### config.mk
export PLATFORM = sky130hd
export DESIGN_NAME = sseg_scan_mux
export DESIGN_NICKNAME = d
export VERILOG_FILES = /design/src/rtl/sseg_pkg.sv /design/src/rtl/sseg_slot_timer.sv /design/src/rtl/sseg_scan_mux.sv
export SDC_FILE = /design/constraint.sdc
export NUM_CORES = 1
export LEC_CHECK = 0
export BUFFER_PORTS_ARGS = -buffer_cell sky130_fd_sc_hd__buf_2
export CAP_MARGIN = 10
export CORE_ASPECT_RATIO = 0.6
export CORE_UTILIZATION = 50
export DETAILED_ROUTE_END_ITERATION = 8
export GPL_TIMING_DRIVEN = 0
export PLACE_DENSITY = 0.75
export SLEW_MARGIN = 25
export SYNTH_ARGS = -nofsm -noshare
export SYNTH_HDL_FRONTEND = slang
export SYNTH_HIERARCHICAL = 1
export SYNTH_SLANG_ARGS = --single-unit
### constraint.sdc
create_clock -name clk -period 4.99 [get_ports clk]
set_input_delay 0.7485 -clock clk [delete_from_list [all_inputs] [get_ports clk]]
set_output_delay 0.7485 -clock clk [all_outputs]
set_load 0.05 [all_outputs]
### src/rtl/sseg_pkg.sv
// Shared types and helpers for the seven-segment scan path.
package sseg_pkg;

   localparam int unsigned NUM_DIGITS = 4;
   localparam logic [3:0]  ANODES_OFF = 4'b1111;

   typedef logic [1:0] digit_idx_t;
   typedef logic [3:0] nibble_t;

   typedef enum logic {
      ST_ON  = 1'b0,
      ST_GAP = 1'b1
   } slot_state_t;

   function automatic logic [3:0] anode_onehot(input digit_idx_t idx);
      return ~(4'b0001 << idx);
   endfunction

endpackage

### src/rtl/sseg_slot_timer.sv
// Slot counter: marks the start of each digit slot, the anti-ghosting gap,
// and slot starts that follow a completed slot (digit advance).
module sseg_slot_timer #(
   parameter int unsigned DIV          = 10,
   parameter int unsigned BLANK_CYCLES = 2
) (
   input  logic clk_i,
   input  logic rst_i,
   output logic slot_start_o,
   output logic gap_o,
   output logic wrap_o
);

   localparam int unsigned CW = (DIV < 2) ? 1 : $clog2(DIV);

   logic [CW-1:0] cnt_q, cnt_d;
   logic          last;
   logic          wrapped_q;

   assign last         = (cnt_q == CW'(DIV - 1));
   assign slot_start_o = (cnt_q == '0);
   // Compared one bit wider so DIV itself is representable when BLANK_CYCLES=0.
   assign gap_o        = ({1'b0, cnt_q} >= (CW + 1)'(DIV - BLANK_CYCLES));
   assign wrap_o       = slot_start_o && wrapped_q;

   always_comb begin
      cnt_d = cnt_q + CW'(1);
      if (last) begin
         cnt_d = '0;
      end
   end

   always_ff @(posedge clk_i or posedge rst_i) begin
      if (rst_i) begin
         cnt_q     <= '0;
         wrapped_q <= 1'b0;
      end else begin
         cnt_q     <= cnt_d;
         wrapped_q <= last;
      end
   end

endmodule

### src/rtl/sseg_scan_mux.sv
// Time-multiplexed 4-digit scanner; new values are committed only at frame
// boundaries so a frame never mixes old and new digits.
module sseg_scan_mux
   import sseg_pkg::*;
#(
   parameter int unsigned CLK_HZ       = 100_000_000,
   parameter int unsigned SLOT_HZ      = 1000,
   parameter int unsigned BLANK_CYCLES = 64
) (
   input  logic        clk,
   input  logic        rst,
   input  logic [15:0] value,
   input  logic        load,
   input  logic        blank_lz,
   output logic [3:0]  hex,
   output logic [3:0]  an,
   output logic [1:0]  digit_idx,
   output logic        frame_done
);

   localparam int unsigned DIV = CLK_HZ / SLOT_HZ;

   if (DIV < 2) begin : g_div_chk
      $error("sseg_scan_mux: CLK_HZ/SLOT_HZ must be at least 2");
   end
   if (BLANK_CYCLES >= DIV) begin : g_blank_chk
      $error("sseg_scan_mux: BLANK_CYCLES must be less than CLK_HZ/SLOT_HZ");
   end

   logic        slot_start, gap, wrap;
   logic [15:0] pending_q, pending_d;
   logic [15:0] shown_q, shown_d;
   digit_idx_t  dig_q, dig_d;
   nibble_t     hex_q, hex_d;
   logic [3:0]  an_q, an_d;
   logic        fd_q, fd_d;
   logic        boundary, blanked;
   slot_state_t state;

   sseg_slot_timer #(
      .DIV          (DIV),
      .BLANK_CYCLES (BLANK_CYCLES)
   ) u_timer (
      .clk_i        (clk),
      .rst_i        (rst),
      .slot_start_o (slot_start),
      .gap_o        (gap),
      .wrap_o       (wrap)
   );

   always_comb begin
      state     = gap ? ST_GAP : ST_ON;
      pending_d = load ? value : pending_q;
      shown_d   = shown_q;
      dig_d     = dig_q;
      hex_d     = hex_q;
      boundary  = 1'b0;

      if (wrap) begin
         dig_d    = dig_q + digit_idx_t'(1);
         boundary = (dig_q == digit_idx_t'(NUM_DIGITS - 1));
      end
      // A load on the boundary edge bypasses pending so it shows this frame.
      if (boundary) begin
         shown_d = load ? value : pending_q;
      end
      if (slot_start) begin
         hex_d = shown_d[{dig_d, 2'b00} +: 4];
      end

      fd_d    = boundary;
      blanked = blank_lz && (dig_d != '0) && ((shown_d >> {dig_d, 2'b00}) == '0);
      an_d    = (state == ST_GAP || blanked) ? ANODES_OFF : anode_onehot(dig_d);
   end

   always_ff @(posedge clk or posedge rst) begin
      if (rst) begin
         pending_q <= '0;
         shown_q   <= '0;
         dig_q     <= '0;
         hex_q     <= '0;
         an_q      <= ANODES_OFF;
         fd_q      <= 1'b0;
      end else begin
         pending_q <= pending_d;
         shown_q   <= shown_d;
         dig_q     <= dig_d;
         hex_q     <= hex_d;
         an_q      <= an_d;
         fd_q      <= fd_d;
      end
   end

   assign hex        = hex_q;
   assign an         = an_q;
   assign digit_idx  = dig_q;
   assign frame_done = fd_q;

endmodule

==> impl_metrics.yaml, run 1 <==
grt:
  antenna_found_initial: 0
  overflow: 0
  grt_start_max_net_pins: 28
  gr-usage-all-layers: 0.2217
  grt_pass1_vias: 1846
  grt_pass1_wl_um: 9239
power_and_ir_drop:
  p_sw_uw: 224.5
  powerDensity_nw_per_um2: 319.4
  internal_power_uw: 797.1
  ir_worst_vdd_uv: 161.6
  p_clk_frac: 0.426
  seq_power_share: 0.508
  swShare: 0.2197
  leakage_nw: 1.528
  pwr-share-comb: 0.067
detailed_routing:
  wl_um: 5637
  drtAntennaViolNets: 0
  wl_per_cell_um: 16.11
  drt-initial-drc-count: 233
  vias_per_cell: 5.497
  firstDrtPassIters: 8
  num_vias: 1924
  drc: 4
worst_setup_path:
  crit_cells: 12
  arrival_ns: 4.64
  path_cells: "or4_1, or3_4, nor3_1, and2_1, nand2_1, inv_2, buf_6, mux2i_1, o22ai_1, o21ai_0, nand3_1, o31ai_2"
  critPathKind: "flip-flop to flip-flop"
  slowest_delay_ns: 0.66
  crit_buf_inv: 2
  crit_family: "simple AND/OR/NAND/NOR gates"
  critical_path.endpoint_type: "flip-flop"
  cp_max_fo: 10
  cp-start-kind: "flip-flop"
  r2r_cells: 12
  crit_path_top_delay_cell: "nor3_1"
  crit_required_ns: 5.24
cts:
  cts-resized-gates: 0
  clock_sinks: 61
  cts_buffer_depth: 2
  cts_setup_buffers: 0
  cts_tree: "done"
  hold_buffers: 0
  clkTransAtPathRegs_ns: 0.07
  clk_latency_ns: 0.34
  cts_root_buffer: "clkbuf_8"
  h-tree-depth: 3
  cts_buffers: 9
yosys:
  synthSimpleGateAreaFrac: 0.1623
  synth-seq-cells: 61
  yosys.cell_types.count: 41
  async_flop_share: 1.000
  ys.flop_type: "dfrtp_1"
  synthAdderAreaFrac: 0.01364
  syn_inst: 239
  syn-num-nets: 262
  synth_area_leaders: "dfrtp_1 (52%), nor2_1 (6.1%), mux2_2 (4.5%)"
  muxShareOfSynthArea: 0.1264
  synth_top_area_share: 0.5184
  synth-seq-area-share: 0.5566
  ys.warnings.count: 6
  yosysTopAreaCell: "dfrtp_1"
  synth-edff-count: 0
  synth_top_family_by_area: "simple AND/OR/NAND/NOR gates"
  synth_xor_xnor_area_share: 0.05093
  syn-cell-area_um2: 2751
  syn_avg_cell_area_um2: 11.51
  synth_compound_area_frac: 0.04457
floorplan:
  fp.dieH_um: 59.46
  dieArea_um2: 5813
  die_x_um: 97.77
  coreArea_um2: 5180
  placementRows: 20
  start_util: 0.5312
  ios: 31
sta:
  slew_viol_final: 0
  fin_crit_ns: 4.392
  worst_slew_pin_slew_ns: 0.7805
  setup_ws_ns: 0.5977
  setup_viol: 0
  hold_violations: 0
  slew_headroom: 0.4757
  max_clock_freq_ghz: 0.2277
  final.period_utilization: 0.8802
  skew_ns: 0.01053
  rsz0062_at_grt: "false"
  tns_ns: 0
layout:
  area_growth_pct: 16.23
  antenna_cells: 0
  register_area_um2: 1531
  final_nets: 303
  multi_input_area_um2: 1095
  drive_gt1_frac: 0.2817
  fill_cells: 414
min_path:
  min_path_type: "primary input to async pin"
outcome:
  status: "finished, violations left"
  failed_checks: "design-rule violations"
placement:
  portBuffers: 29
  hpwl_um: 4153
  dp_slack_ns: 0.6348
  gp_congestion: 0.8807
run:
  maxCapViolations: 0
==> final timing paths <==
path	slack, ns	start	endpoint
max	0.60	u_timer/cnt_q[11]	an[1]
max reg2reg	0.60	u_timer/cnt_q[11]	an[1]
min in group clk	0.50	pending_q[15]	pending_q[15]
max in group asynchronous	3.98	rst	u_timer/cnt_q[14]
min	0.39	rst	pending_q[5]
min reg2reg	0.50	pending_q[15]	pending_q[15]
==> flip-flops by register name, indices dropped and copies added (netlist names) <==
signal,count
frame_done,1
an,4
hex,4
u_timer/cnt_q,17
digit_idx,2
shown_q,16
pending_q,16
u_timer/wrapped_q,1
==> layer usage <==
layer	track usage	part of all wire
met1	0.3202	0.49
met2	0.2979	0.42
met3	0.09906	0.084
met4	0.06494	0.0067
met5	0	0
==> synthesized netlist by cell type (2+ instances only) <==
master,count
a221o_1,2
and4_1,2
buf_6,2
clkbuf_1,3
dfrtp_1,57
dfstp_2,4
ha_1,3
inv_1,15
inv_2,2
mux2_2,11
mux2_4,7
mux2i_1,6
mux2i_4,2
nand2_1,13
nand3_1,7
nand4_1,6
nor2_1,45
nor3_1,5
nor4_1,3
o21ai_0,5
o32ai_1,3
or4_1,3
xnor2_1,10
xor2_1,6
==> layout make-up <==
class	count	area share
buffer	7	0.01917
clock buffer	11	0.04734
clock inverter	4	0.01487
inverter	17	0.01995
multi-input combinational	154	0.3423
sequential	61	0.4789
tap	66	0.02582
timing repair buffer	30	0.05164
==> power groups by stage <==
stage / clock network [mW] / registers, mW / logic, mW
2_1_floorplan: 0 / 0.532 / 0.0418
3_3_place_gp: 0 / 0.527 / 0.0645
3_5_place_dp: 0 / 0.527 / 0.0692
4_1_cts: 0.445 / 0.519 / 0.0695
5_1_grt: 0.474 / 0.520 / 0.0751
6_report: 0.435 / 0.519 / 0.0682
==> worst register-to-register path, stage by stage, from the launching register on <==
cell     delay (ns)
dfrtp_1        0.42
or4_1          0.61
or3_4          0.38
nor3_1         0.66
and2_1         0.34
nand2_1        0.11
inv_2          0.22
buf_6          0.19
mux2i_1        0.35
o22ai_1        0.14
o21ai_0        0.39
nand3_1        0.22
o31ai_2        0.27
==> through the flow <==
step | hold WS, ns | total power, mW | cell area [µm²] | instances | utilization
2_1_floorplan | 0.4584 | 0.5738 | 2751 | 239 | -
3_3_place_gp | 0.4781 | 0.5910 | 2979 | 334 | 0.5751
3_5_place_dp | 0.4856 | 0.5967 | 2999 | 335 | 0.5790
4_1_cts | 0.3926 | 1.033 | 3198 | 350 | 0.6174
5_1_grt | 0.4064 | 1.068 | 3198 | 350 | 0.6174
6_report | 0.3887 | 1.022 | 3198 | 350 | 0.6174
==> cell usage in the layout, fill, tap and decap left out, types with 2 or more instances in the layout <==
| cell | count |
|---|---|
| a221o_1 | 2 |
| and4_1 | 2 |
| buf_12 | 2 |
| buf_2 | 29 |
| buf_6 | 2 |
| clkbuf_1 | 3 |
| clkbuf_8 | 11 |
| clkinv_2 | 2 |
| dfrtp_1 | 57 |
| dfstp_2 | 4 |
| ha_1 | 3 |
| inv_1 | 14 |
| inv_2 | 3 |
| mux2_2 | 11 |
| mux2_4 | 7 |
| mux2i_1 | 6 |
| mux2i_4 | 2 |
| nand2_1 | 13 |
| nand3_1 | 7 |
| nand4_1 | 6 |
| nor2_1 | 45 |
| nor3_1 | 5 |
| nor4_1 | 3 |
| o21ai_0 | 5 |
| o32ai_1 | 3 |
| or4_1 | 3 |
| xnor2_1 | 10 |
| xor2_1 | 6 |
==> cell families after synthesis <==
| family | Yosys count |
|---|---|
| buffers and inverters | 24 |
| and+or+nand+nor | 92 |
| muxes | 27 |
| adders and majority gates | 3 |
| xor gates and xnor gates | 16 |
| DFF | 61 |
| AOI/OAI and AO/OA | 16 |
(Power assumes the default switching activity.)
==> run 2, diff against run 1 <==
--- a/config.mk
+++ b/config.mk
@@ -12,6 +12,7 @@
 export DETAILED_ROUTE_END_ITERATION = 8
 export GPL_TIMING_DRIVEN = 0
 export PLACE_DENSITY = 0.75
+export RECOVER_POWER = 50
 export SLEW_MARGIN = 25
 export SYNTH_ARGS = -nofsm -noshare
 export SYNTH_HDL_FRONTEND = slang
==> run 2 against run 1 <==
The run still ends with design-rule violations left; design area down 1.8%; wire length up 0.43%; clock skew down 0.0020 ns; sequential share of layout area up 0.90 points; global-route usage unchanged; sequential cell count unchanged; via count up 0.10%; hold slack better by 0.096 ns; core utilization down 1.1 points; highest routed layer unchanged; critical path depth unchanged.
==> impl_metrics.yaml, run 2 (synthesized netlist as in run 1, its figures left out) <==
placement:
  hpwl_um: 4153
  portBuffers: 29
  gp_congestion: 0.8807
  dpl-instance-area_um2: 2999
cts:
  cts_buffer_depth: 2
  clock_sinks: 61
  cts_setup_buffers: 0
  clkTransAtPathRegs_ns: 0.07
  h-tree-depth: 3
  cts_root_buffer: "clkbuf_8"
  clk_latency_ns: 0.34
  cts-resized-gates: 0
  hold_buffers: 0
  cts_tree: "done"
  cts_buffers: 9
worst_setup_path:
  cp_max_fo: 10
  critical_path.endpoint_type: "flip-flop"
  r2r_cells: 12
  reg2reg_to: "an[1]"
  cp-start-kind: "flip-flop"
  critPathKind: "flip-flop to flip-flop"
  reg2reg_slack_ns: 0.59
  crit_required_ns: 5.24
  arrival_ns: 4.65
  r2r-start: "u_timer/cnt_q[11]"
floorplan:
  coreArea_um2: 5180
  placementRows: 20
  ios: 31
  dieArea_um2: 5813
  die_x_um: 97.77
  start_util: 0.5312
  fp.dieH_um: 59.46
sta:
  fin_crit_ns: 4.400
  skew_ns: 0.008528
  worst_slew_pin_slew_ns: 1.448
  tns_ns: 0
  slew_viol_final: 0
  max_clock_freq_ghz: 0.2273
  final.period_utilization: 0.8818
  hold_violations: 0
  setup_viol: 0
  slew_headroom: 0.03469
  rsz0062_at_grt: "false"
detailed_routing:
  drt-initial-drc-count: 226
  num_vias: 1926
  drc: 4
  wl_per_cell_um: 16.17
  firstDrtPassIters: 7
  wl_um: 5661
  drtAntennaViolNets: 0
  vias_per_cell: 5.503
power_and_ir_drop:
  leakage_nw: 1.487
  ir_worst_vdd_uv: 164.9
  powerDensity_nw_per_um2: 322.8
grt:
  antenna_found_initial: 0
  grt_pass1_wl_um: 9239
  grt_pass1_vias: 1846
  gr-usage-all-layers: 0.2217
  overflow: 0
  grt_start_max_net_pins: 28
layout:
  layout_commonest_cell: "dfrtp_1"
  layout_common_cells: "dfrtp_1 (57), nor2_1 (45), buf_2 (29)"
  largest_reg_flops: 17
  area_growth_pct: 14.10
  fin_util: 0.6060
  register_area_um2: 1531
  multi_input_area_um2: 1076
  drive_gt1_frac: 0.2394
  design_area_um2: 3139
  regMostFlops: "u_timer/cnt_q"
  fill_cells: 419
  final_nets: 303
  antenna_cells: 0
  top_regs: "u_timer/cnt_q x17, pending_q x16, shown_q x16"
outcome:
  status: "finished, violations left"
  failed_checks: "design-rule violations"
min_path:
  min_path_type: "primary input to async pin"
run:
  maxCapViolations: 0
## run 2: changes by cell type in the layout (fill, tap and decap cells not counted)
cell / previous run / this run
clkbuf_1: 3 / 6
buf_6: 2 / 1
buf_12: 2 / 0
mux2_1: 0 / 8
mux2_2: 11 / 8
inv_1: 14 / 15
inv_2: 3 / 2
mux2_4: 7 / 2
## run 2: critical path: stages (launching register included)
cell	delay, ns
dfrtp_1	0.42
or4_1	0.61
or3_4	0.38
nor3_1	0.65
and2_1	0.34
nand2_1	0.11
inv_2	0.22
buf_6	0.19
mux2i_1	0.35
o22ai_1	0.14
o21ai_0	0.40
nand3_1	0.22
o31ai_2	0.27
## run 2: routing by layer
metal / global-route usage / wire length [µm] / vias up
met1: 0.3202 / 2788 / 915
met5: 0 / 0 / -
li1: - / - / 901
met2: 0.2979 / 2319 / 103
met3: 0.09906 / 479 / 7
met4: 0.06494 / 74 / 0
## run 2: how the worst max path moves through the flow
stage                                  from     to  slack [ns]
final                     u_timer/cnt_q[11]  an[1]        0.59
after detailed placement  u_timer/cnt_q[11]  an[1]        0.63
after CTS                 u_timer/cnt_q[11]  an[1]        0.64
after global placement    u_timer/cnt_q[11]  an[1]        0.65
after global routing      u_timer/cnt_q[11]  an[1]        0.41
after floorplan           u_timer/cnt_q[11]  an[1]        1.39
## run 2: layout make-up
cell class	instances	area share
inverter	17	0.02033
timing repair buffer	30	0.04743
sequential	61	0.4878
buffer	7	0.01196
clock inverter	4	0.01515
multi-input combinational	154	0.3428
tap	66	0.02631
clock buffer	11	0.04823
## run 2: where the power goes
part / internal [mW] / switching (mW) / leakage (nW) / total (mW)
clock: 0.253 / 0.183 / 0.101 / 0.436
combinational: 0.0232 / 0.0364 / 0.613 / 0.0596
sequential: 0.513 / 0.00488 / 0.772 / 0.518
## run 2: metrics by stage
stage	hold slack (ns)	instances	total power, mW	setup slack [ns]
5_1_grt	0.5128	350	1.059	0.4116
6_report	0.4844	350	1.013	0.5898
3_3_place_gp	0.4781	334	0.5910	0.6493
3_5_place_dp	0.4856	335	0.5967	0.6348
2_1_floorplan	0.4584	239	0.5738	1.388
4_1_cts	0.3926	350	1.033	0.6404
